File: src/rtl/io1_bscan_pkg.sv
// Shared types and defaults for the io1 pad-ring boundary-scan controller.
package io1_bscan_pkg;

  localparam int unsigned CHAIN_LEN_DEF = 43;
  localparam int unsigned HALF_DEF      = 2;

  typedef enum logic [2:0] {
    ST_IDLE,
    ST_CAPTURE,
    ST_SHIFT,
    ST_UPDATE,
    ST_DONE
  } state_e;

  // Width of a counter that must reach n inclusive.
  function automatic int unsigned cnt_width(input int unsigned n);
    return $clog2(n + 32'd1);
  endfunction

endpackage

File: src/rtl/io1_bscan_tck_gen.sv
// Scan-clock generator: HALF cycles low then HALF cycles high per pulse while run_i is set,
// with strobes flagging the cycle before the rising edge and before the end of a pulse.
module io1_bscan_tck_gen
  import io1_bscan_pkg::*;
#(
  parameter int unsigned HALF = HALF_DEF
) (
  input  logic clk,
  input  logic reset,
  input  logic run_i,
  output logic tck_o,
  output logic rise_tick_o,
  output logic fall_tick_o
);

  localparam int unsigned     PW      = (2 * HALF > 1) ? $clog2(2 * HALF) : 1;
  localparam logic [PW-1:0]   PH_RISE = PW'(HALF - 1);
  localparam logic [PW-1:0]   PH_HIGH = PW'(HALF);
  localparam logic [PW-1:0]   PH_LAST = PW'(2 * HALF - 1);

  logic [PW-1:0] ph_q, ph_d;
  logic          active_q;

  // Phase 0 is the first low cycle of a pulse; the first cycle after run rises stays at 0.
  always_comb begin
    ph_d = '0;
    if (active_q && (ph_q != PH_LAST)) ph_d = ph_q + PW'(1);
  end

  always_ff @(posedge clk) begin
    if (reset) begin
      ph_q        <= '0;
      active_q    <= 1'b0;
      tck_o       <= 1'b0;
      rise_tick_o <= 1'b0;
      fall_tick_o <= 1'b0;
    end else begin
      ph_q        <= ph_d;
      active_q    <= run_i;
      tck_o       <= run_i && (ph_d >= PH_HIGH);
      rise_tick_o <= run_i && (ph_d == PH_RISE);
      fall_tick_o <= run_i && (ph_d == PH_LAST);
    end
  end

endmodule

File: src/rtl/io1_bscan_ctl.sv
// Boundary-scan chain controller: one start runs capture -> shift -> update over the pad ring.
// Define IO1_BSCAN_CAPTURE_EN to include the CAPTURE pulse ahead of shifting.
module io1_bscan_ctl
  import io1_bscan_pkg::*;
#(
  parameter int unsigned CHAIN_LEN = CHAIN_LEN_DEF,
  parameter int unsigned HALF      = HALF_DEF
) (
  input  logic                 clk,
  input  logic                 reset,
  input  logic                 start,
  input  logic                 mode_req,
  input  logic [CHAIN_LEN-1:0] wr_data,
  output logic                 busy,
  output logic                 done,
  output logic [CHAIN_LEN-1:0] rd_data,
  output logic                 bscan_in,
  input  logic                 bscan_out,
  output logic                 BScanClock,
  output logic                 BScanShift,
  output logic                 BScanUpdate,
  output logic                 BScanMode
);

  localparam int unsigned   CW       = cnt_width(CHAIN_LEN);
  localparam logic [CW-1:0] CNT_LAST = CW'(CHAIN_LEN);

  state_e               state_q, state_d;
  logic [CHAIN_LEN-1:0] sreg_q, sreg_d;
  logic [CHAIN_LEN-1:0] rx_q, rx_d;
  logic [CHAIN_LEN-1:0] rd_q, rd_d;
  logic [CW-1:0]        cnt_q, cnt_d;
  logic                 busy_q, busy_d;
  logic                 done_q, done_d;
  logic                 bin_q, bin_d;
  logic                 shift_q, shift_d;
  logic                 upd_q, upd_d;
  logic                 mode_q, mode_d;
  logic                 run_c;
  logic                 rise_tick, fall_tick;

  io1_bscan_tck_gen #(.HALF(HALF)) u_tck_gen (
    .clk         (clk),
    .reset       (reset),
    .run_i       (run_c),
    .tck_o       (BScanClock),
    .rise_tick_o (rise_tick),
    .fall_tick_o (fall_tick)
  );

  // Controls change only on fall_tick, i.e. at the start of a low phase.
  always_comb begin
    state_d = state_q;
    sreg_d  = sreg_q;
    rx_d    = rx_q;
    rd_d    = rd_q;
    cnt_d   = cnt_q;
    busy_d  = busy_q;
    done_d  = 1'b0;
    bin_d   = bin_q;
    shift_d = shift_q;
    upd_d   = upd_q;
    mode_d  = mode_q;
    case (state_q)
      ST_IDLE: begin
        if (start) begin
          sreg_d = wr_data;
          mode_d = mode_req;
          busy_d = 1'b1;
          cnt_d  = '0;
`ifdef IO1_BSCAN_CAPTURE_EN
          state_d = ST_CAPTURE;
          shift_d = 1'b0;
          bin_d   = 1'b0;
`else
          state_d = ST_SHIFT;
          shift_d = 1'b1;
          bin_d   = wr_data[CHAIN_LEN-1];
`endif
        end
      end
`ifdef IO1_BSCAN_CAPTURE_EN
      ST_CAPTURE: begin
        if (fall_tick) begin
          state_d = ST_SHIFT;
          shift_d = 1'b1;
          bin_d   = sreg_q[CHAIN_LEN-1];
        end
      end
`endif
      ST_SHIFT: begin
        if (rise_tick) begin
          rx_d  = {rx_q[CHAIN_LEN-2:0], bscan_out};
          cnt_d = cnt_q + CW'(1);
        end
        if (fall_tick) begin
          if (cnt_q == CNT_LAST) begin
            state_d = ST_UPDATE;
            shift_d = 1'b0;
            upd_d   = 1'b1;
            bin_d   = 1'b0;
          end else begin
            sreg_d = {sreg_q[CHAIN_LEN-2:0], 1'b0};
            bin_d  = sreg_q[CHAIN_LEN-2];
          end
        end
      end
      ST_UPDATE: begin
        if (fall_tick) begin
          state_d = ST_DONE;
          upd_d   = 1'b0;
          busy_d  = 1'b0;
          done_d  = 1'b1;
          rd_d    = rx_q;
        end
      end
      ST_DONE: state_d = ST_IDLE;
      default: state_d = ST_IDLE;
    endcase
  end

  assign run_c = (state_d == ST_CAPTURE) || (state_d == ST_SHIFT) || (state_d == ST_UPDATE);

  always_ff @(posedge clk) begin
    if (reset) begin
      state_q <= ST_IDLE;
      sreg_q  <= '0;
      rx_q    <= '0;
      rd_q    <= '0;
      cnt_q   <= '0;
      busy_q  <= 1'b0;
      done_q  <= 1'b0;
      bin_q   <= 1'b0;
      shift_q <= 1'b0;
      upd_q   <= 1'b0;
      mode_q  <= 1'b0;
    end else begin
      state_q <= state_d;
      sreg_q  <= sreg_d;
      rx_q    <= rx_d;
      rd_q    <= rd_d;
      cnt_q   <= cnt_d;
      busy_q  <= busy_d;
      done_q  <= done_d;
      bin_q   <= bin_d;
      shift_q <= shift_d;
      upd_q   <= upd_d;
      mode_q  <= mode_d;
    end
  end

  assign busy        = busy_q;
  assign done        = done_q;
  assign rd_data     = rd_q;
  assign bscan_in    = bin_q;
  assign BScanShift  = shift_q;
  assign BScanUpdate = upd_q;
  assign BScanMode   = mode_q;

endmodule

File: config.mk
export PLATFORM = sky130hd
export DESIGN_NAME = io1_bscan_ctl
export DESIGN_NICKNAME = d
export VERILOG_FILES = /design/src/rtl/io1_bscan_pkg.sv /design/src/rtl/io1_bscan_tck_gen.sv /design/src/rtl/io1_bscan_ctl.sv
export SDC_FILE = /design/constraint.sdc
export NUM_CORES = 1
export LEC_CHECK = 0
export CORE_UTILIZATION = 55
export CTS_BUF_LIST = sky130_fd_sc_hd__clkbuf_8
export DETAILED_ROUTE_END_ITERATION = 10
export GPL_TIMING_DRIVEN = 0
export PLACE_DENSITY = 0.93
export SYNTH_ARGS = -nofsm -noshare
export SYNTH_HDL_FRONTEND = slang
export SYNTH_SLANG_ARGS = --single-unit
File: constraint.sdc
create_clock -name clk -period 3.8 [get_ports clk]
set_clock_uncertainty 0.1 [all_clocks]
set_input_delay 0.38 -clock clk [delete_from_list [all_inputs] [get_ports clk]]
set_output_delay 0.38 -clock clk [all_outputs]
set_load 0.02 [all_outputs]
# [Yosys cells after proc, flatten, opt, wreduce, memory -nomap -nowiden]
# Index checks and enable logic that the tools add are counted.
[word_totals] register_bits=149 memories=0 mem_bits_rw=0 elab_cells=82 rom_bits=0 input_bits=48 out_inout_bits=50 latchBits=0
[classes] div_mod_pow=0 n_shift=0 reduce_logical=20 n_eq_ne=15 muxes=27 n_mul=0 order_cmp=1 add_sub_neg=2 bitwise_logic=1
[op_table] op="$mux W42" count=3
[op_table] op="$pmux W42 S2" count=1
[op_table] op="$eq A3 B2 Y1 const B" count=4
[op_table] op="$mux W3" count=4
[op_table] op="$mux W6" count=2
[op_table] op="$pmux W6 S2" count=1
[op_table] op="$reduce_and A4 Y1" count=3
[op_table] op="$mux W1" count=10
[op_table] op="$pmux W3 S3" count=1
[op_table] op="$reduce_and A3 Y1" count=3
[op_table] op="$ne A2 B2 Y1 const B" count=4
[op_table] op="$pmux W1 S2" count=4
[op_table] op="$add A6 B1 Y6 const B" count=1
[op_table] op="$eq A6 B6 Y1 const B" count=1
[op_table] op="$ne A2 B1 Y1 const B" count=3
[op_table] op="$reduce_and A2 Y1" count=3
[op_table] op="$reduce_bool A2 Y1" count=3
[op_table] op="$logic_and A1 B1 Y1" count=4
[op_table] op="$eq A3 B1 Y1 const B" count=1
[op_table] op="$logic_not A3 Y1" count=1
[op_table] op="$add A2 B1 Y2 const B" count=1
[op_table] op="$eq A2 B1 Y1 const B" count=1
[op_table] op="$eq A2 B2 Y1 const B" count=1
[op_table] op="$ge A2 B2 Y1 const B" count=1
[op_table] op="other kinds (4)" count=5

# [Depth between registers and ports, before layout]
[logic_depth] depth_word=8 depth_mapped=8 depth_no_buf=5

# [By module]
# From an unflattened synthesis, not the netlist that was laid out.
[unflattened] hier_cells=618 area_unflattened_um2=5605.4
[by_module_without_submodules] module="io1_bscan_ctl" seq_area_each_um2=2862.7 instances=1 cells_per_inst=602 area_each_um2=5410.2
[by_module_without_submodules] module="io1_bscan_tck_gen" seq_area_each_um2=120.1 instances=1 cells_per_inst=16 area_each_um2=195.2

# [Worst setup path before layout]
# Ideal clock, no wire load.
[synth_timing] path_kind="reg2reg" startpoint="register state_q[0]" endpoint="register sreg_q[10]" path_slack_ns=2.121 arrival_time_ns=1.433 path_buffers=4 period_less_slack_ns=1.679 path_stages_with_launch=9 setup_ns=0.146 required_time_ns=3.554 cell_sequence="dfxtp_1 > buf_2 > or2_1 > buf_2 > a21oi_4 > and2_1 > buf_6 > buf_6 > a211oi_2"
[synth_via] elab_chain_len=3 word_cells_on_any_way=8
[synth_lines] element="from (decl)" line="io1_bscan_ctl.sv:28" source="state_e state_q, state_d;"
[synth_lines] element="from (signal assigned)" line="io1_bscan_ctl.sv:138" source="state_q <= state_d;"
[synth_lines] element="$eq A3 B2 Y1 or $logic_not A3 Y1 (tied branches)" line="io1_bscan_ctl.sv:64" source="case (state_q)"
[synth_lines] element="$ne A2 B1 Y1 (no source line) (tied with other cells)"
[synth_lines] element="$reduce_and A4 Y1 (no source line)"
[synth_lines] element="to (signal assigned)" line="io1_bscan_ctl.sv:139" source="sreg_q <= sreg_d;"
[synth_lines] element="to (decl)" line="io1_bscan_ctl.sv:29" source="logic [CHAIN_LEN-1:0] sreg_q, sreg_d;"
# Parallel ways exist; a longest one is shown, timed or not.
# A chain may end at the register's enable or synchronous reset.

# [Worst setup path in the final report]
[layout_timing] startpoint="register u_tck_gen.fall_tick_o" endpoint="register rd_q[8] (netlist: rd_data[8])"
[layout_via] elab_chain_len=1
[layout_lines] element="from (decl)" line="io1_bscan_tck_gen.sv:13" source="output logic fall_tick_o"
[layout_lines] element="from (signal assigned)" line="io1_bscan_tck_gen.sv:42" source="fall_tick_o <= run_i && (ph_d == PH_LAST);"
[layout_lines] element="$reduce_and A2 Y1 (no source line)"
[layout_lines] element="to (signal assigned)" line="io1_bscan_ctl.sv:141" source="rd_q <= rd_d;"
[layout_lines] element="to (decl)" line="io1_bscan_ctl.sv:31" source="logic [CHAIN_LEN-1:0] rd_q, rd_d;"
# Every way passes these cells.

==> impl_metrics.toml <==
[floorplan]
fp.dieW_um = 106
coreArea_um2 = 10400
start_util_pct = 57.2
rows = 37
die_y_um = 106
dieArea_um2 = 11200
io-pin-count = 98

[setup_path]
slowest_stage = "nor2_1"
r2r_setup_slack_ps = 1760
cpPeakStageDelay_ps = 500
cp-start-kind = "flip-flop"
end_kind = "flip-flop"
ff2ff_path_depth = 6
cp_data_arrival_time_ps = 2310
crit_fanout = 10
crit_type = "flip-flop to flip-flop"
reg2reg_from = "u_tck_gen.fall_tick_o$_SDFF_PP0_"
crit_chain = "clkbuf_1, nand2_1, nor2_1, clkbuf_1, nand2_1, a21oi_1"
rr_endpoint = "rd_data[8]$_SDFFE_PP0P_"
path_buf_inv = 2
cp_top_family = "simple AND/OR/NAND/NOR gates"
required_ps = 4080

[cells_and_area]
layout-drive-gt1-share_pct = 12.8
area.growth.synth_to_final_pct = 25.9
fin_cells = 927
insertedDiodeCount = 0
nNetsFinal = 828
utilization_pct = 72.0

[clock_network]
clk_latency_ps = 450
root_buffer = "clkbuf_8"
cts_resized = 0
clockBufferDepth = 2
htreeDepth = 4
cts_tree = "yes"
clkSinkCount = 149
postCtsHoldBufs = 0
clkTransAtPathRegs_ps = 90
numCtsBuffers = 17
cts_setup_buffers = 0

[yosys]
synth_cells = 663
ys_types = 38
ys_seq_elements = 149
synth_edf_count = 0
synth.avg_cell_area_um2 = 8.98
syn_nets = 713
yosys_warnings = 0
async_flop_share_pct = 0
netlist_area_um2 = 5950
synth_seq_area_share_pct = 50.1
synthFlopType = "dfxtp_1"

[timing]
min_period_ps = 2040
rsz0062_at_grt = "no"
tns_ps = 0
setup_viol = 0
drv_slew = 0
fmax_ghz = 0.491
period_share_pct = 53.6
relSlewSlack_pct = 53.8
finalHoldViolCount = 0
tightestPinTransition_ps = 693

[detailed_routing]
drt_iter0_drc = 259
drc = 0
vias = 5008
drt_first_pass_iters = 5
routed_wire_length_per_instance_um = 15.0
vias_per_cell = 5.40
antenna_left = 0
drt_wl_total_um = 13900

[grt]
grt_max_degree = 17
grt_pass1_wl_um = 22300
overflow = 0
track_usage_pct = 25.0
grt_pass1_vias = 4946
antenna_found_initial = 0

[power_and_ir_drop]
p_leak_nw = 2.53
p_per_area_nw_per_um2 = 421
ir_worst_vdd_mv = 0.305

[worst_hold_path]
hp-class = "flip-flop to flip-flop"
hold_start = "rd_data[31]$_SDFFE_PP0P_"
worstHoldEndpoint = "rd_data[31]$_SDFFE_PP0P_"
holdPathStages = 2

[placed_design]
gp_congestion = 0.820
dpl.hpwl_um = 9750
place_inst = 895
port_buffers = 96

[run]
drv_cap = 0

[outcome]
status = "complete, no violations"
-- report_power, final --
part	internal, mW	switching [mW]
logic	0.140	0.154
registers	1.60	0.0234
clock network	0.624	0.613
total	2.37	0.790
-- worst max-delay path by stage --
stage                                     startpoint                        to  slack (ps)  depth (start not counted)
floorplan                      state_q[0]$_SDFF_PP0_   sreg_q[10]$_SDFFE_PP0P_        2120                          8
global placement                               start   sreg_q[41]$_SDFFE_PP0P_        1720                          7
detailed placement                             start   sreg_q[20]$_SDFFE_PP0P_        1690                          7
CTS                 u_tck_gen.fall_tick_o$_SDFF_PP0_   rd_data[8]$_SDFFE_PP0P_        1800                          6
global route        u_tck_gen.fall_tick_o$_SDFF_PP0_  rd_data[15]$_SDFFE_PP0P_        1500                          6
finish              u_tck_gen.fall_tick_o$_SDFF_PP0_   rd_data[8]$_SDFFE_PP0P_        1760                          6
-- worst register-to-register path: stages, from the launching register on --
cell and delay (ps):
dfxtp_1 310, clkbuf_1 250, nand2_1 110, nor2_1 500, clkbuf_1 410, nand2_1 130
a21oi_1 160
-- area by class of cell --
| class | instances | area, µm² |
|---|---|---|
| inverter | 1 | 3.75 |
| clock inverter | 13 | 149 |
| multi-input combinational | 457 | 2690 |
| clock buffer | 19 | 262 |
| fill | 757 | 2920 |
| buffer | 56 | 274 |
| timing repair buffer | 96 | 961 |
| sequential | 149 | 2980 |
| tap | 136 | 170 |
-- cells by family after synthesis --
logic type,synth area share [%]
adders and majority gates,0.420
AOI/OAI and AO/OA,20.7
muxes,7.42
buffers and inverters,4.67
xor gates and xnor gates,0.588
DFF,50.1
and+or+nand+nor,16.1
-- Yosys cell counts, types with 3 or more instances --
master / instances / area [µm²]
buf_2: 15 / 75.1
nand2b_1: 3 / 18.8
nor2_1: 19 / 71.3
nor2b_1: 3 / 18.8
buf_6: 5 / 56.3
nor3_1: 4 / 20.0
xnor2_1: 4 / 35.0
a21oi_1: 132 / 661
a211oi_2: 40 / 500
mux2i_1: 43 / 430
clkbuf_1: 33 / 124
dfxtp_1: 149 / 2980
nand2_1: 177 / 664
nand3_1: 5 / 25.0
and2_1: 3 / 18.8
-- layer usage --
metal | wire length [µm] | part of all wire [%] | global-route usage, %
met1 | 5950 | 43 | 28.4
met2 | 6820 | 49 | 44.2
met3 | 887 | 6.4 | 7.66
met4 | 206 | 1.5 | 8.53
met5 | 0 | 0 | 0
-- state kept, by name (all words and copies together), names as in the netlist, 2 cells and up --
name / count
rd_data: 43
state_q: 3
sreg_q: 42
rx_q: 43
cnt_q: 6
u_tck_gen.ph_q: 2
-- through the flow --
stage	power, mW	hold WS [ps]	worst slack [ps]	cell area [µm²]
detailed placement	1.95	350	1690	7080
CTS	3.17	361	1800	7490
global route	3.27	379	1500	7490
floorplan	1.85	332	2120	5950
finish	3.16	359	1760	7490
global placement	1.94	343	1720	7080
-- layout by cell type, fill, tap and decap left out, types with 2 or more instances in the layout --
cell type        count
nand2_1            177
dfxtp_1            149
a21oi_1            132
clkdlybuf4s50_1     96
mux2i_1             43
a211oi_2            40
clkbuf_1            33
nor2_1              19
clkbuf_8            19
buf_2               15
clkinvlp_4           6
nand3_1              5
buf_6                5
nor3_1               4
xnor2_1              4
nand2b_1             3
nor2b_1              3
and2_1               3
clkinv_4             3
buf_4                2
or2_1                2
nor3b_1              2
nor4_1               2
ha_1                 2
inv_6                2
bufinv_16            2
Note: power is estimated with default switching activity, not from simulation.
